`config.mk`:
```
export PLATFORM = sky130hd
export DESIGN_NAME = tia_player_graphics_scan
export DESIGN_NICKNAME = d
export VERILOG_FILES = /design/src/rtl/tia_player_graphics_scan.sv
export SDC_FILE = /design/constraint.sdc
export NUM_CORES = 1
export LEC_CHECK = 0
export ABC_AREA = 1
export CAP_MARGIN = 25
export CORE_MARGIN = 2
export CORE_UTILIZATION = 50
export CTS_CLUSTER_SIZE = 16
export DETAILED_ROUTE_END_ITERATION = 8
export HOLD_SLACK_MARGIN = 0.15
export MAX_ROUTING_LAYER = met4
export PLACE_DENSITY = 0.76
export SETUP_SLACK_MARGIN = 0.1
export SLEW_MARGIN = 30
export SYNTH_ARGS = -nofsm -noshare
export SYNTH_HDL_FRONTEND = slang
export SYNTH_SLANG_ARGS = --single-unit
```
`constraint.sdc`:
```
create_clock -name clk -period 2.9 [get_ports clk]
set_input_delay 0.58 -clock clk [delete_from_list [all_inputs] [get_ports clk]]
set_output_delay 0.58 -clock clk [all_outputs]
set_load 0.03 [all_outputs]
```
`src/rtl/tia_player_graphics_scan.sv`:
```
// Player graphics serializer: an IDLE/ARMED/SCAN sequencer walks a 3-bit index
// across the selected graphics byte, MSB-first or reflected.
module tia_player_graphics_scan (
  input  logic       clk,
  input  logic       reset,
  input  logic       start_bar,
  input  logic       fstob,
  input  logic       count_bar,
  input  logic [7:0] grp_data,
  input  logic       grp_wr,
  input  logic       grp_other_wr,
  input  logic       vdel,
  input  logic       refl,
  output logic       pixel,
  output logic       scan_active,
  output logic       copy_first,
  output logic       scan_done
);

  typedef enum logic [1:0] {
    IDLE  = 2'd0,
    ARMED = 2'd1,
    SCAN  = 2'd2
  } state_t;

  state_t     state_r;
  state_t     state_s;
  logic [2:0] idx_r;
  logic [2:0] idx_s;
  logic       copy_first_r;
  logic       copy_first_s;
  logic       scan_done_r;
  logic       scan_done_s;
  logic [7:0] grp_new_r;
  logic [7:0] grp_old_r;
  logic [7:0] src_s;
  logic [2:0] bit_sel_s;
  logic       pixel_s;

  // Next-state logic; a fresh start request overrides any advance or end-of-scan.
  always_comb begin
    state_s      = state_r;
    idx_s        = idx_r;
    copy_first_s = copy_first_r;
    scan_done_s  = 1'b0;
    if (!start_bar) begin
      state_s      = ARMED;
      idx_s        = 3'd0;
      copy_first_s = fstob;
    end else begin
      case (state_r)
        IDLE: begin
          state_s = IDLE;
        end
        ARMED: begin
          if (!count_bar) begin
            state_s = SCAN;
            idx_s   = 3'd0;
          end else begin
            state_s = ARMED;
          end
        end
        SCAN: begin
          if (!count_bar) begin
            if (idx_r == 3'd7) begin
              state_s      = IDLE;
              idx_s        = 3'd0;
              copy_first_s = 1'b0;
              scan_done_s  = 1'b1;
            end else begin
              idx_s = idx_r + 3'd1;
            end
          end else begin
            state_s = SCAN;
          end
        end
        default: begin
          state_s      = IDLE;
          idx_s        = 3'd0;
          copy_first_s = 1'b0;
        end
      endcase
    end
  end

  // Sequencer state register.
  always_ff @(posedge clk or posedge reset) begin
    if (reset) begin
      state_r      <= IDLE;
      idx_r        <= 3'd0;
      copy_first_r <= 1'b0;
      scan_done_r  <= 1'b0;
    end else begin
      state_r      <= state_s;
      idx_r        <= idx_s;
      copy_first_r <= copy_first_s;
      scan_done_r  <= scan_done_s;
    end
  end

  // Graphics registers; old takes the pre-edge new value when both strobes coincide.
  always_ff @(posedge clk or posedge reset) begin
    if (reset) begin
      grp_new_r <= 8'h00;
      grp_old_r <= 8'h00;
    end else begin
      if (grp_other_wr) begin
        grp_old_r <= grp_new_r;
      end
      if (grp_wr) begin
        grp_new_r <= grp_data;
      end
    end
  end

  // Live (non-snapshotted) pixel select so vdel/refl/graphics writes show immediately.
  always_comb begin
    src_s     = vdel ? grp_old_r : grp_new_r;
    bit_sel_s = refl ? idx_r : (3'd7 - idx_r);
    if (state_r == SCAN) begin
      pixel_s = src_s[bit_sel_s];
    end else begin
      pixel_s = 1'b0;
    end
  end

  assign pixel       = pixel_s;
  assign scan_active = (state_r == SCAN);
  assign copy_first  = copy_first_r;
  assign scan_done   = scan_done_r;

endmodule

```
; After elaboration in Yosys (flattened, before gate mapping)
; Cells that the tools add are included.
[totals]
word_cells = 45
out_inout_bits = 4
input_bits = 17
reg_bits = 23
[op_classes]
n_reduce_logical = 4
n_mux = 23
magnitude_cmp = 1
n_eq_ne = 9
addsub = 2
[op_table]
columns = cell, n
row1 = $mux W3, 5
row2 = $mux W1, 9
row3 = $pmux W3 S3, 1
row4 = $mux W2, 4
row5 = $mux W8, 1
row6 = $ne A3 B3 Y1 const B, 2
row7 = $reduce_and A3 Y1, 2
row8 = $lt A3 B4 Y1 const B, 1
row9 = $ne A2 B2 Y1 const B, 2
row10 = $ne A4 B3 Y1 const B, 1
row11 = $pmux W2 S2, 1
row12 = $add A3 B1 Y3 const B, 1
row13 = $bmux W1 S3, 1
row14 = $eq A3 B3 Y1 const B, 1
row15 = $ne A3 B2 Y1 const B, 1
row16 = $sub A3 B3 Y3 const A, 1
row17 = $eq A2 B1 Y1 const B, 1
row18 = $eq A2 B2 Y1 const B, 1
row19 = $logic_not A2 Y1, 1
row20 = $pmux W1 S2, 1
row21 = $reduce_or A2 Y1, 1

; Longest topological paths before layout
; Gate-level depths: netlist of run 1.
[logic_depth]
depth_word = 5
ltp_mapped = 9
depth_no_buf = 9

; Worst setup path after synthesis of run 1
; OpenSTA, ideal clock, no wires.
[synth_path]
path_kind = input to output
start = input vdel
end = output pixel
arrival_time_ns = 1.478
path_buffers = 1
setup_slack_ns = 0.842
t_required_ns = 2.320
cell_stages = 8
path_cell_list = buf_6 -> o21ai_0 -> nand2_1 -> nand2_1 -> nand2_1 -> nand2_1 -> nor2_1 -> nor2_1
[synth_via]
elab_chain_len = 4
[synth_lines]
columns = item, line
row1 = "start, declared", 12  ; input logic vdel,
row2 = $mux W8, 118  ; src_s = vdel ? grp_old_r : grp_new_r;
row3 = $bmux W1 S3, 121  ; pixel_s = src_s[bit_sel_s];
row4 = $mux W1 (not written as such), 121
row5 = $mux W1, 120  ; if (state_r == SCAN) begin
row6 = "end, declared", 14  ; output logic pixel,
; Every way passes these cells. The select of a mux whose other input is x is not followed.

; Final worst setup path of run 1
; Ends and elaborated chain as after synthesis.

==> results of run 1 <==
-- worst reg2reg max path, stage by stage (launching register included) --
cell and delay, ns:
dfrtp_1 0.39, inv_1 0.08, ha_1 0.24, nand2_1 0.15
nor2_1 0.08, nor2_1 0.24, inv_1 0.09, nand2_1 0.07
nand2_1 0.05
-- cell usage after synthesis --
| cell | instances |
|---|---|
| a21oi_1 | 8 |
| nor2_1 | 14 |
| inv_1 | 20 |
| buf_2 | 1 |
| dfrtp_1 | 23 |
| nor3_2 | 1 |
| clkbuf_1 | 2 |
| buf_6 | 1 |
| nand3_1 | 6 |
| nand2_2 | 1 |
| mux2_2 | 1 |
| o21ai_1 | 4 |
| nand2_1 | 58 |
| xor2_1 | 1 |
| a31oi_1 | 1 |
| xnor2_1 | 1 |
| ha_1 | 7 |
| o21ai_0 | 11 |
| nor2_2 | 1 |
-- flip-flops by register name (all words and copies together), names as in the netlist --
name	count
grp_old_r	8
idx_r	3
state_r	2
grp_new_r	8
scan_done	1
copy_first	1
-- cell type report --
| cell class | count | area [um2] | area share (%) |
|---|---|---|---|
| flip-flops and latches | 23 | 575.6 | 39.05 |
| well taps | 30 | 37.54 | 2.547 |
| inverters | 20 | 75.07 | 5.093 |
| repair buffers | 20 | 197.7 | 13.41 |
| clock buffers | 3 | 22.52 | 1.528 |
| multi-input cells | 115 | 560.5 | 38.03 |
| clock inverters | 1 | 5.005 | 0.3396 |
-- kinds of logic (layout without fill, tap and decap cells) --
logic type	after synthesis	count (layout)	share of synthesized area [%]
xor+xnor	2	2	1.419
flops	23	23	46.61
compound gates	24	24	9.828
buf+inv	24	44	8.004
mux	1	1	0.9118
simple gates	81	81	26.14
fa+ha+maj	7	7	7.092
-- stage by stage --
stage | util [%] | std cells
2_1_floorplan | - | 162
6_report | 61.16 | 212
4_1_cts | 61.16 | 212
3_5_place_dp | 60.02 | 208
3_3_place_gp | 60.02 | 208
5_1_grt | 61.16 | 212
-- power by group through the flow --
stage                     Sequential [W]  Clock (W)  Combinational [W]
after floorplan                 0.000367          0          0.0000783
final                           0.000361   0.000153           0.000123
after detailed placement        0.000368          0           0.000124
after global routing            0.000366   0.000173           0.000141
after CTS                       0.000362   0.000158           0.000125
after global placement          0.000368          0           0.000119
-- final timing paths --
| check | start | to | slack [ns] |
|---|---|---|---|
| min in group asynchronous | reset | grp_new_r[7] | 0.61 |
| min reg2reg | grp_new_r[3] | grp_old_r[3] | 0.54 |
| max reg2reg | state_r[0] | idx_r[1] | 1.42 |
| max | vdel | pixel | 0.27 |
| max in group asynchronous | reset | scan_done | 1.90 |
| min | grp_new_r[3] | grp_old_r[3] | 0.54 |
-- layer usage --
metal	part of all wire, %	vias up	wire (um)
li1	-	538	-
met4	1.4	0	32
met3	2.6	4	60
met1	49	455	1139
met5	0	-	0
met2	47	15	1113
==> metrics.cfg, run 1 <==
[setup_path]
cp.buffers_inverters = 3
slowest_stage = clkdlybuf4s50_1
cp_top_family = buffers and inverters
end_kind = output port
crit_required_ns = 2.32
worstPathCellList = clkdlybuf4s50_1, inv_1, nand2_1, nand2_1, nand2_1, nand2_1, nand2_1, nand3_1, nand2_1, nor2_1, buf_4
crit_path_frequent_cell = nand2_1
start_kind = input pin
critPathKind = in2out
cp.depth = 11
critPathMaxStageDelay_ns = 0.69
crit_path_max_fanout = 13
crit_arrival_ns = 2.05
reg2reg_depth = 8

[grt]
use_met2_pct = 31.50
grt_max_degree = 24
track_usage_pct = 19.62
overflow = 0
met3_usage_pct = 2.778
grt_use_met1_pct = 24.96
grt-busiest-layer = met2
grt_pass1_vias = 927
grt_pass1_wl_um = 3946
antenna_found_initial = 0

[cells_and_area]
n_antenna_cell = 0
layout.cells.most_common = nand2_1
area_growth_pct = 19.35
layout-drive-gt1-share_pct = 4.945
design_area_um2 = 1474
n_fill_cell = 209
layout_common_cells = nand2_1 (58), dfrtp_1 (23), inv_1 (19), clkdlybuf4s50_1 (19), nor2_1 (14)
final_nets = 207

[power]
pwr-share-comb_pct = 19.3
switchingPower_w = 0.0001858
p_sw_share_pct = 29.13
total_power_w = 0.0006378
powerDensity_nw_per_um2 = 432.7
p_clk_share_pct = 24.0
power_frac_seq_pct = 56.7
intPower_w = 0.0004520
ir_drop_mv = 0.3188
leakage_nw = 0.7734

[yosys]
synth_cells = 162
synth_top_area_share_pct = 46.61
ys_types = 19
synthTopCellsByArea = dfrtp_1 (47%), nand2_1 (18%), ha_1 (7.1%)
ys_warn_count = 0
synth-seq-area-share_pct = 46.61
syn_avg_cell_area_um2 = 7.623
syn_nets = 186
synth_top_area_cell = dfrtp_1
ys_ff_latch = 23
syn_area_um2 = 1235

[worst_hold_path]
min_path_cells = 2
hp-class = reg2reg

[timing]
fin_crit_ns = 2.625
layout_setup_ws_ns = 0.2749
fin_skew_ns = 0.004235
slew_violations = 0
max_freq_mhz = 380.9
final.period_utilization_pct = 90.52
tightest_slew_ns = 0.8199
setup_viol = 0
relSlewSlack_pct = 45.00
rsz0062_at_grt = no
whs_ns = 0.5437
finalHoldViolations = 0
timing.setup.tns_ns = 0

[detailed_routing]
wire_per_inst_um = 11.06
drt_iter0_markers = 11
ant_nets = 0
drt_wl_total_um = 2345
dr.pass1.iters = 4
via_per_inst = 4.774
drc = 0
vias = 1012

[clock_network]
cts.sinks = 23
root_buffer = clkbuf_4
numCtsBuffers = 3
cts_resized = 0
clk_latency_ns = 0.32
cts_tree = done
cts_htree_levels = 1
hold_buffers = 0
cts_setup_buffers = 0
path_clk_slew_ns = 0.13
clockBufferDepth = 2

[placed_design]
place.gp.congestion = 0.8104
place_ws_ns = 0.2810
io_buffers = 20
hpwlAfterDp_um = 1798
post_dp_cell_area_um2 = 1446

[die]
start_util_pct = 51.25
die-area_um2 = 2883
io_pins = 21
die_h_um = 53.70
coreArea_um2 = 2410
dieWidth_um = 53.70
rows = 18

[run_status]
status = finished, final reports clean

[job]
drv_cap = 0

(Power assumes the default switching activity.)
==> run 2: changes to the inputs <==
--- a/config.mk
+++ b/config.mk
@@ -5,15 +5,15 @@
 export SDC_FILE = /design/constraint.sdc
 export NUM_CORES = 1
 export LEC_CHECK = 0
-export ABC_AREA = 1
 export CAP_MARGIN = 25
 export CORE_MARGIN = 2
 export CORE_UTILIZATION = 50
+export CTS_CLUSTER_DIAMETER = 40
 export CTS_CLUSTER_SIZE = 16
 export DETAILED_ROUTE_END_ITERATION = 8
+export DONT_BUFFER_PORTS = 1
 export HOLD_SLACK_MARGIN = 0.15
 export MAX_ROUTING_LAYER = met4
-export PLACE_DENSITY = 0.76
 export SETUP_SLACK_MARGIN = 0.1
 export SLEW_MARGIN = 30
 export SYNTH_ARGS = -nofsm -noshare
==> metrics.cfg, run 2 <==
[die]
die-area_um2 = 3137  ; +8.8%
rows = 18  ; unchanged
io_pins = 21  ; unchanged
coreArea_um2 = 2522  ; +4.7%
start_util_pct = 53.62  ; +2.4 points
die_h_um = 56.01  ; +4.3%
dieWidth_um = 56.01  ; +4.3%

[yosys]
synth_edf_count = 0  ; unchanged
muxShareOfSynthArea_pct = 21.37  ; +20 points
syn_avg_cell_area_um2 = 11.86  ; +56%
synthTopCellsByArea = dfrtp_1 (43%), mux2_2 (14%), ha_1 (6.5%)
synth_cells = 114  ; -30%
yosys.cell_count.top_type = dfrtp_1
synth_top_area_share_pct = 42.55  ; -4.1 points
synth_xor_area_share_pct = 1.203  ; -0.22 points
synth_top_family_by_area = multiplexers
synth-compound-area-share_pct = 10.18  ; +0.35 points
synthAdderAreaFrac_pct = 6.475  ; -0.62 points
ys_types = 35  ; +16
synth_top_area_cell = dfrtp_1
ys.flop_type = dfrtp_1
synth-seq-area-share_pct = 42.55  ; -4.1 points
ys_warn_count = 0  ; unchanged
synthArstFlopShare_pct = 100.0  ; unchanged
ys_ff_latch = 23  ; unchanged
yosys.area_share.simple_pct = 13.78  ; -12 points
netlist_top_cells_count = dfrtp_1 (23), mux2_2 (17), ha_1 (7)
syn_area_um2 = 1353  ; +9.5%
syn_nets = 138  ; -26%

[clock_network]
clockBufferDepth = 2  ; unchanged
cts_tree = done
cts_resized = 0  ; unchanged
cts_setup_buffers = 0  ; unchanged
cts.sinks = 23  ; unchanged
numCtsBuffers = 3  ; unchanged
hold_buffers = 0  ; unchanged
clk_latency_ns = 0.30  ; -0.02 ns
path_clk_slew_ns = 0.12  ; about the same
cts_htree_levels = 1  ; unchanged
root_buffer = clkbuf_4

[detailed_routing]
wire_per_inst_um = 15.51  ; +40%
drt_wl_total_um = 2203  ; -6.1%
vias = 820  ; -19%
drc = 0  ; unchanged
dr.pass1.iters = 4  ; unchanged
via_per_inst = 5.775  ; +21%
ant_nets = 0  ; unchanged
drt_iter0_markers = 27  ; +16

[timing]
fin_crit_ns = 2.631  ; +0.006391 ns
finalHoldViolations = 0  ; unchanged
layout_setup_ws_ns = 0.2685  ; -0.006391 ns
whs_ns = 0.3249  ; -0.2188 ns
max_freq_mhz = 380.0  ; -0.24%
slew_violations = 0  ; unchanged
tightest_slew_ns = 0.8530  ; +0.03313 ns
rsz0062_at_grt = no
timing.setup.tns_ns = 0  ; unchanged
setup_viol = 0  ; unchanged
final.period_utilization_pct = 90.74  ; +0.22 points
relSlewSlack_pct = 43.07  ; -1.9 points
fin_skew_ns = 0.0009988  ; -0.003236 ns

[cells_and_area]
reg.largest.list = grp_new_r (8), grp_old_r (8), idx_r (3)
final_core_util_pct = 54.41  ; -6.7 points
layout-drive-gt1-share_pct = 22.32  ; +17 points
layout.cells.most_common = dfrtp_1
final_nets = 137  ; -34%
layout_common_cells = dfrtp_1 (23), mux2_2 (17), ha_1 (7), nand2b_1 (6)
n_antenna_cell = 0  ; unchanged
area_growth_pct = 1.480

[setup_path]
crit_arrival_ns = 2.05  ; about the same
end_kind = output port
crit_path_max_fanout = 10  ; -3
crit_required_ns = 2.32  ; about the same
start_kind = register
critPathKind = reg2out

[grt]
grt_use_met1_pct = 23.25  ; -1.7 points
grt-busiest-layer = met2
grt_pass1_vias = 865  ; -6.7%
grt_max_degree = 24  ; unchanged
grt_pass1_wl_um = 3919  ; -0.68%
use_met2_pct = 23.36  ; -8.1 points
met3_usage_pct = 3.023  ; +0.25 points
antenna_found_initial = 0  ; unchanged
overflow = 0  ; unchanged
track_usage_pct = 16.08  ; -3.5 points

[placed_design]
hpwlAfterDp_um = 1658  ; -7.8%
place.gp.congestion = 0.7368  ; -9.1%
io_buffers = 0  ; -100%
place_ws_ns = 0.5848  ; +0.3038 ns

[power]
leakage_nw = 0.5857  ; -24%
ir_drop_mv = 0.3078  ; -3.4%
powerDensity_nw_per_um2 = 448.7  ; +3.7%

[job]
drv_cap = 0  ; unchanged

[run_status]
status = finished, final reports clean

[worst_hold_path]
hp-class = in2async

==> run 2: cell count changes after synthesis, moves of 6 or more <==
cell      before  now
inv_1         20    4
mux2_2         1   17
nand2_1       58    4
nand2b_1       0    6
nor2_1        14    4
o21ai_0       11    3
==> run 2: final timing paths <==
path / endpoint / depth (start not counted) / from / slack, ns
worst max-delay path: pixel / 4 / idx_r[0] / 0.27
worst min-delay path: scan_done / 1 / reset / 0.32
worst max register to register: state_r[0] / 4 / idx_r[0] / 1.27
worst min register to register: grp_old_r[1] / 1 / grp_old_r[1] / 0.52
max in group asynchronous: grp_new_r[7] / 1 / reset / 2.05
min in group clk: copy_first / 1 / start_bar / 0.37
==> run 2: layout make-up <==
cell class	instances	area (um2)
clock buffer	3	22.52
clock inverter	1	5.005
fill	234	1150
inverter	4	15.01
multi-input combinational	81	716.9
sequential	23	575.6
tap	30	37.54
==> run 2: cells by family after synthesis <==
group | count (synthesis)
adder cells (fa/ha/maj) | 7
AO/OA/AOI/OAI | 19
buffers and inverters | 10
flip-flops | 23
multiplexers | 23
AND/OR/NAND/NOR | 31
XOR/XNOR | 1
==> run 2: power breakdown <==
part / internal, W / switching (W)
Clock: 0.0000514 / 0.0000914
Combinational: 0.0000568 / 0.0000412
Sequential: 0.000352 / 0.0000231
==> run 2: per-stage QoR <==
stage / power, W / cell area (um2) / std cells
floorplan: 0.0004710 / 1353 / 114
global route: 0.0006563 / 1373 / 142
finish: 0.0006159 / 1373 / 142
global placement: 0.0004790 / 1345 / 138
detailed placement: 0.0004819 / 1345 / 138
CTS: 0.0006295 / 1373 / 142
==> run 2: critical path: stages, from the launching register on <==
cell,delay [ns]
dfrtp_1,0.52
or3b_1,0.42
a32oi_1,0.20
a211oi_2,0.06
a311oi_2,0.55
==> run 2: layer usage <==
metal,up-vias,part of all wire (%)
li1,408,-
met1,399,52
met2,11,45
met3,2,2.2
met4,0,0.68
met5,-,0
